File: config.mk
export PLATFORM = sky130hd
export DESIGN_NAME = speck_key_expander_cache_flat
export DESIGN_NICKNAME = d
export VERILOG_FILES = /design/src/rtl/speck_key_expander_cache_pkg.sv /design/src/rtl/speck_key_expander_cache_if.sv /design/src/rtl/speck_key_expander_cache_step.sv /design/src/rtl/speck_key_expander_cache.sv /design/src/flat_wrapper.sv
export SDC_FILE = /design/constraint.sdc
export NUM_CORES = 2
export LEC_CHECK = 0
export CAP_MARGIN = 10
export CORE_ASPECT_RATIO = 1.25
export CORE_MARGIN = 1
export CORE_UTILIZATION = 55
export CTS_CLUSTER_SIZE = 12
export DETAILED_ROUTE_END_ITERATION = 7
export PLACE_DENSITY = 0.72
export SLEW_MARGIN = 20
export SYNTH_ARGS = -nofsm -noshare
export SYNTH_HDL_FRONTEND = slang
export SYNTH_SLANG_ARGS = --single-unit
File: constraint.sdc
create_clock -name clk -period 11.7 [get_ports clk]
set_input_delay 1.17 -clock clk [delete_from_list [all_inputs] [get_ports clk]]
set_output_delay 1.17 -clock clk [all_outputs]
set_load 0.02 [all_outputs]
File: src/rtl/speck_key_expander_cache_pkg.sv
// Shared constants, FSM encodings, stream beat type and rotate helpers
// for the SPECK128/128 key expander cache.
package speck_key_expander_cache_pkg;

    localparam int NR_ROUNDS = 32;
    localparam int WORD_W    = 64;
    localparam int ALPHA     = 8;
    localparam int BETA      = 3;
    localparam int IDX_W     = $clog2(NR_ROUNDS);

    localparam logic [1:0] ST_IDLE   = 2'd0;
    localparam logic [1:0] ST_EXPAND = 2'd1;
    localparam logic [1:0] ST_STREAM = 2'd2;
    localparam logic [1:0] ST_HOLD   = 2'd3;

    // One beat of the round-key stream.
    typedef struct packed {
        logic [IDX_W-1:0]  idx;
        logic [WORD_W-1:0] data;
        logic              last;
    } rk_beat_t;

    function automatic logic [WORD_W-1:0] ror(input logic [WORD_W-1:0] x, input int unsigned n);
        return (x >> n) | (x << (WORD_W - n));
    endfunction

    function automatic logic [WORD_W-1:0] rol(input logic [WORD_W-1:0] x, input int unsigned n);
        return (x << n) | (x >> (WORD_W - n));
    endfunction

endpackage

File: src/rtl/speck_key_expander_cache_if.sv
// Handshake/bus bundle for speck_key_expander_cache.
//   master: key requester / stream consumer / random reader
//   slave : the expander cache itself
// Signals: start/start_ready/decrypt/key (expansion request),
//   busy, rk_valid/rk_ready/rk_data/rk_idx/rk_last (key stream),
//   cache_valid, rd_en/rd_addr/rd_data (random read port).
interface speck_key_expander_cache_if;
    import speck_key_expander_cache_pkg::*;

    logic                start;
    logic                start_ready;
    logic                decrypt;
    logic [2*WORD_W-1:0] key;
    logic                busy;
    logic                rk_valid;
    logic                rk_ready;
    logic [WORD_W-1:0]   rk_data;
    logic [IDX_W-1:0]    rk_idx;
    logic                rk_last;
    logic                cache_valid;
    logic                rd_en;
    logic [IDX_W-1:0]    rd_addr;
    logic [WORD_W-1:0]   rd_data;

    modport master (
        output start, decrypt, key, rk_ready, rd_en, rd_addr,
        input  start_ready, busy, rk_valid, rk_data, rk_idx, rk_last, cache_valid, rd_data
    );

    modport slave (
        input  start, decrypt, key, rk_ready, rd_en, rd_addr,
        output start_ready, busy, rk_valid, rk_data, rk_idx, rk_last, cache_valid, rd_data
    );
endinterface

File: src/rtl/speck_key_expander_cache_step.sv
// One SPECK key-schedule round, purely combinational.
//   k, l, ctr   : current key words and round counter (zero-extended)
//   k_next,l_next: next key words; k is the round key of the current round
module speck_key_step
    import speck_key_expander_cache_pkg::*;
(
    input  logic [WORD_W-1:0] k,
    input  logic [WORD_W-1:0] l,
    input  logic [WORD_W-1:0] ctr,
    output logic [WORD_W-1:0] k_next,
    output logic [WORD_W-1:0] l_next
);
    assign l_next = (k + ror(l, ALPHA)) ^ ctr;
    assign k_next = rol(k, BETA) ^ l_next;
endmodule

File: src/rtl/speck_key_expander_cache.sv
// SPECK128/128 key expander with round-key cache.
// Expands a master key one round key per cycle into a register file, then
// streams the set forward (encrypt) or reversed (decrypt); a registered
// random-read port serves the cached set once streaming has finished.
//   clk, rst : clock, asynchronous active-high reset
//   bus      : speck_key_expander_cache_if.slave (request, stream, read)
module speck_key_expander_cache
    import speck_key_expander_cache_pkg::*;
(
    input  logic                         clk,
    input  logic                         rst,
    speck_key_expander_cache_if.slave    bus
);
    logic [1:0]                        state;
    logic [WORD_W-1:0]                 k_q, l_q, k_next, l_next;
    logic [IDX_W-1:0]                  ctr;
    logic                              dec_q;
    logic                              cache_valid;
    logic                              rk_valid;
    rk_beat_t                          beat;
    logic [WORD_W-1:0]                 rd_data;
    logic [NR_ROUNDS-1:0][WORD_W-1:0]  rf;
    logic [IDX_W-1:0]                  first_idx, last_idx, next_idx;
    logic                              idle_or_hold;
    logic                              rd_ok;

    speck_key_step u_step (
        .k      (k_q),
        .l      (l_q),
        .ctr    ({{(WORD_W-IDX_W){1'b0}}, ctr}),
        .k_next (k_next),
        .l_next (l_next)
    );

    always_comb begin
        first_idx = dec_q ? IDX_W'(NR_ROUNDS - 1) : '0;
        last_idx  = dec_q ? '0 : IDX_W'(NR_ROUNDS - 1);
        next_idx  = dec_q ? beat.idx - 1'b1 : beat.idx + 1'b1;
    end

    assign idle_or_hold = (state == ST_IDLE) || (state == ST_HOLD);

    // Register file carries no reset: contents are only trusted once
    // cache_valid is set, which reset clears.
    always_ff @(posedge clk) begin
        if (state == ST_EXPAND)
            rf[ctr] <= k_q;
    end

    always_ff @(posedge clk or posedge rst) begin
        if (rst) begin
            state       <= ST_IDLE;
            k_q         <= '0;
            l_q         <= '0;
            ctr         <= '0;
            dec_q       <= 1'b0;
            cache_valid <= 1'b0;
            rk_valid    <= 1'b0;
            beat        <= '0;
        end else begin
            case (state)
                ST_IDLE, ST_HOLD: begin
                    if (bus.start) begin
                        state       <= ST_EXPAND;
                        k_q         <= bus.key[WORD_W-1:0];
                        l_q         <= bus.key[2*WORD_W-1:WORD_W];
                        dec_q       <= bus.decrypt;
                        ctr         <= '0;
                        cache_valid <= 1'b0;
                    end
                end
                ST_EXPAND: begin
                    k_q <= k_next;
                    l_q <= l_next;
                    ctr <= ctr + 1'b1;
                    if (ctr == IDX_W'(NR_ROUNDS - 1)) begin
                        state       <= ST_STREAM;
                        cache_valid <= 1'b1;
                        beat.idx    <= first_idx;
                    end
                end
                ST_STREAM: begin
                    // First STREAM cycle loads the output register from the
                    // file; afterwards each accepted beat loads the next one
                    // so the stream runs without bubbles.
                    if (!rk_valid) begin
                        rk_valid  <= 1'b1;
                        beat.data <= rf[beat.idx];
                        beat.last <= (beat.idx == last_idx);
                    end else if (bus.rk_ready) begin
                        if (beat.last) begin
                            rk_valid <= 1'b0;
                            state    <= ST_HOLD;
                        end else begin
                            beat.idx  <= next_idx;
                            beat.data <= rf[next_idx];
                            beat.last <= (next_idx == last_idx);
                        end
                    end
                end
                default: state <= ST_IDLE;
            endcase
        end
    end

    // cache_valid rises on entry to STREAM, but random reads are only served
    // from HOLD so a fresh key set is never exposed mid-stream.
    assign rd_ok = cache_valid && (state == ST_HOLD);

    always_ff @(posedge clk or posedge rst) begin
        if (rst)
            rd_data <= '0;
        else if (bus.rd_en)
            rd_data <= (rd_ok && (int'(bus.rd_addr) < NR_ROUNDS)) ? rf[bus.rd_addr] : '0;
    end

    assign bus.start_ready = idle_or_hold;
    assign bus.busy        = !idle_or_hold;
    assign bus.rk_valid    = rk_valid;
    assign bus.rk_data     = beat.data;
    assign bus.rk_idx      = beat.idx;
    assign bus.rk_last     = beat.last;
    assign bus.cache_valid = cache_valid;
    assign bus.rd_data     = rd_data;
endmodule

File: src/flat_wrapper.sv
// flat-port wrapper written by rule: the top's interface ports become plain ports
module speck_key_expander_cache_flat import speck_key_expander_cache_pkg::*;
  (clk, rst, bus_start, bus_decrypt, bus_key, bus_rk_ready, bus_rd_en, bus_rd_addr, bus_start_ready, bus_busy, bus_rk_valid, bus_rk_data, bus_rk_idx, bus_rk_last, bus_cache_valid, bus_rd_data);
  speck_key_expander_cache_if bus_i ();
  input  logic clk;
  input  logic rst;
  input wire logic [$bits(bus_i.start)-1:0] bus_start;
  input wire logic [$bits(bus_i.decrypt)-1:0] bus_decrypt;
  input wire logic [$bits(bus_i.key)-1:0] bus_key;
  input wire logic [$bits(bus_i.rk_ready)-1:0] bus_rk_ready;
  input wire logic [$bits(bus_i.rd_en)-1:0] bus_rd_en;
  input wire logic [$bits(bus_i.rd_addr)-1:0] bus_rd_addr;
  output wire logic [$bits(bus_i.start_ready)-1:0] bus_start_ready;
  output wire logic [$bits(bus_i.busy)-1:0] bus_busy;
  output wire logic [$bits(bus_i.rk_valid)-1:0] bus_rk_valid;
  output wire logic [$bits(bus_i.rk_data)-1:0] bus_rk_data;
  output wire logic [$bits(bus_i.rk_idx)-1:0] bus_rk_idx;
  output wire logic [$bits(bus_i.rk_last)-1:0] bus_rk_last;
  output wire logic [$bits(bus_i.cache_valid)-1:0] bus_cache_valid;
  output wire logic [$bits(bus_i.rd_data)-1:0] bus_rd_data;
  assign bus_i.start = bus_start;
  assign bus_i.decrypt = bus_decrypt;
  assign bus_i.key = bus_key;
  assign bus_i.rk_ready = bus_rk_ready;
  assign bus_i.rd_en = bus_rd_en;
  assign bus_i.rd_addr = bus_rd_addr;
  assign bus_start_ready = bus_i.start_ready;
  assign bus_busy = bus_i.busy;
  assign bus_rk_valid = bus_i.rk_valid;
  assign bus_rk_data = bus_i.rk_data;
  assign bus_rk_idx = bus_i.rk_idx;
  assign bus_rk_last = bus_i.rk_last;
  assign bus_cache_valid = bus_i.cache_valid;
  assign bus_rd_data = bus_i.rd_data;
  speck_key_expander_cache u_core (.clk(clk), .rst(rst), .bus(bus_i));
endmodule
==> impl_metrics.py <==
metrics = {
    "final_layout": {
        "layout_common_cells": "edfxtp_1, mux4_2, clkdlybuf4s50_1, mux2i_1, dfrtp_1",
        "final_cells": 9874,
        "drive_above_1_share_pct": 36.6,
        "fillCellCount": 15613,
        "postLayoutCoreUtil_pct": 61.5,
        "final_common_cell": "edfxtp_1",
        "regArea_um2": 68300,
        "syn2layout_area_growth_pct": 10.9,
        "finalNetCount": 6943,
        "multi_input_area_um2": 55000,
    },
    "timing": {
        "skew_ps": 54.8,
        "fin_crit_ps": 6260,
        "hold_viol": 0,
        "fin_crit_sh_pct": 53.5,
        "slew_violations": 0,
        "setup_viol_count_final": 0,
        "rsz0062_at_grt": "no",
        "tns_ps": 0,
        "setup_slack_ps": 5440,
        "worst_slew_pin_slew_ps": 1170,
        "fmax_mhz": 160,
        "relSlewSlack_pct": 22.2,
    },
    "cts": {
        "cts.sinks": 2320,
        "postCtsSetupBuffers": 0,
        "cts_buffer_depth": 4,
        "cts_resized": 0,
        "cts_tree": "done",
        "ctsHoldBuffers": 0,
        "cts_max_level": 4,
        "cts-root-buf": "clkbuf_16",
        "numCtsBuffers": 240,
        "clk_pin_slew_ps": 60,
        "insertion_delay_ps": 920,
    },
    "placed_design": {
        "dp_hpwl_mm": 219,
        "pre_cts_ws_ps": 5440,
        "placed_cells": 9439,
        "port_buffers": 276,
        "gp_congestion": 0.955,
    },
    "worst_setup_path": {
        "critPathKind": "register to register",
        "required_ps": 12410,
        "arrival_ps": 6970,
        "path_max_fanout": 68,
        "endpoint_kind": "register",
        "r2r_cells": 9,
        "cp-start-kind": "register",
        "r2r_slack_ps": 5440,
    },
    "logic_synthesis": {
        "synth-compound-area-share_pct": 3.39,
        "synthXorXnorAreaFrac_pct": 0.800,
        "ys_warn_count": 0,
        "synth_top_family_by_area": "multiplexers",
        "ys_seq_elements": 2320,
        "synth_edf_count": 2048,
        "syn_nets": 6807,
        "syn_area_um2": 125000,
        "postSynthCellCount": 6591,
        "synthAdderAreaFrac_pct": 0.780,
        "synth_simple_gate_area_share_pct": 1.89,
        "synth_area_leaders": "edfxtp_1, mux4_2, dfrtp_1",
        "synth_mux_area_share_pct": 36.7,
        "synthArstFlopShare_pct": 11.7,
        "synth-main-ff-cell": "edfxtp_1",
        "netlist.area_leader.share_pct": 49.0,
        "synth_area_per_cell_um2": 19.0,
        "synth_area_leader_cell": "edfxtp_1",
        "ys_seq_area_share_pct": 54.4,
        "synth_cell_types": 80,
    },
    "grt": {
        "grt_overflow": 0,
        "grt_pass1_vias": 77596,
        "grt_start_max_net_pins": 141,
        "grt_first_pass_wirelength_mm": 561,
        "antenna_found_initial": 5,
        "track_usage_pct": 34.5,
    },
    "floorplan": {
        "coreArea_um2": 226000,
        "dieArea_um2": 230000,
        "die_x_um": 429,
        "rows": 195,
        "die_h_um": 536,
        "ios": 277,
        "initial_core_util_pct": 55.5,
    },
    "route": {
        "routedWlPerCell_um": 40.3,
        "avgViaCountPerCell": 7.84,
        "drtIter0Drc": 13065,
        "final_antenna_net_count": 0,
        "routed_wl_mm": 398,
        "drc": 0,
        "via_count": 77428,
        "drtPass1Iterations": 7,
    },
    "pwr": {
        "vdd_drop_max_mv": 0.436,
        "cellLeakagePower_nw": 44.8,
        "cellPowerDensity_nw_per_um2": 307,
    },
    "min_path": {
        "whs_path_depth": 2,
        "hold_class": "register to register",
    },
    "status": {
        "outcome": "finished, final reports clean",
    },
    "run": {
        "maxCapViolations": 0,
    },
}
-- flip-flops by register name (all words and copies together), names as in the netlist --
name,cells
u_core.rf,2048
u_core.bus.rd_data,64
u_core.bus.rk_data,64
u_core.k_q,64
u_core.l_q,64
u_core.bus.rk_idx,5
u_core.ctr,5
u_core.state,2
u_core.bus.cache_valid,1
u_core.bus.rk_last,1
u_core.bus.rk_valid,1
u_core.dec_q,1
-- kinds of logic (layout without fill, tap and decap cells) --
family	after synthesis	in the layout
AND/OR/NAND/NOR	536	536
AO/OA/AOI/OAI	676	676
other	0	3
adder cells (fa/ha/maj)	77	77
multiplexers	2194	2194
XOR/XNOR	112	112
buffers and inverters	676	1001
flip-flops	2320	2320
-- layout make-up --
cell class,instances,share of cell area [%]
clock buffer,374,4.94
tap,2955,2.66
clock inverter,57,0.281
inverter,101,0.283
antenna,3,0.00539
multi-input combinational,3595,39.5
sequential,2320,49.1
timing repair buffer,469,3.22
-- routing by layer --
| metal | vias up | wire [um] | global-route usage, % | share of wire (%) |
|---|---|---|---|---|
| met3 | 1097 | 53300 | 8.04 | 13 |
| met5 | - | 0 | 0 | 0 |
| li1 | 29035 | - | - | - |
| met2 | 6528 | 189000 | 54.2 | 48 |
| met4 | 0 | 20600 | 15.9 | 5.2 |
| met1 | 40768 | 135000 | 46.4 | 34 |
-- critical path, cell delays in order (launching register included) --
cell and delay, ps:
dfrtp_4 960, buf_4 830, buf_4 850, buf_4 780, buf_4 920, mux4_2 610
mux4_2 490, mux2i_1 150, o22a_1 190, a21oi_1 80
-- path summary, 6_finish.rpt --
path / endpoint / start
max: u_core.bus.rk_data[25] / u_core.bus.rk_idx[0]
min: u_core.l_q[33] / u_core.l_q[33]
max reg2reg: u_core.bus.rk_data[25] / u_core.bus.rk_idx[0]
min reg2reg: u_core.l_q[33] / u_core.l_q[33]
max in group asynchronous: u_core.bus.rk_data[29] / rst
min in group asynchronous: u_core.bus.rd_data[61] / rst
-- Yosys cell counts, types with 8 or more instances --
cell type  count
nand2_1      182
edfxtp_1    2048
nand3_1       25
clkbuf_1     364
inv_1         99
and3_1        22
o22ai_1       66
xnor2_1       75
nand4_1       30
o211ai_1      13
o21bai_1      10
xor2_1        35
o21ai_0      151
mux2i_1      259
mux2_2        14
ha_1          75
nor3_1        21
a31oi_1       14
dfrtp_1      272
nor2_1       203
a21boi_0      11
buf_1        188
o22a_1        64
a21oi_1      228
a211oi_1       8
a21o_1        40
buf_2         22
mux4_2      1920
or3_1          8
o31ai_1        9
o21a_1        12
-- metrics by stage --
stage	power, mW	hold slack, ps	area (um2)
after floorplan	28.8	456	125000
after global placement	35.1	471	132000
after detailed placement	35.3	481	132000
after CTS	42.6	496	139000
after global routing	44.3	520	139000
final	42.7	493	139000
-- power by group --
| group | internal (mW) | switching [mW] |
|---|---|---|
| Clock | 4.06 | 3.21 |
| Sequential | 10.6 | 0.980 |
| Combinational | 11.3 | 12.5 |
| Total | 26.0 | 16.7 |
(Power assumes the default switching activity.)
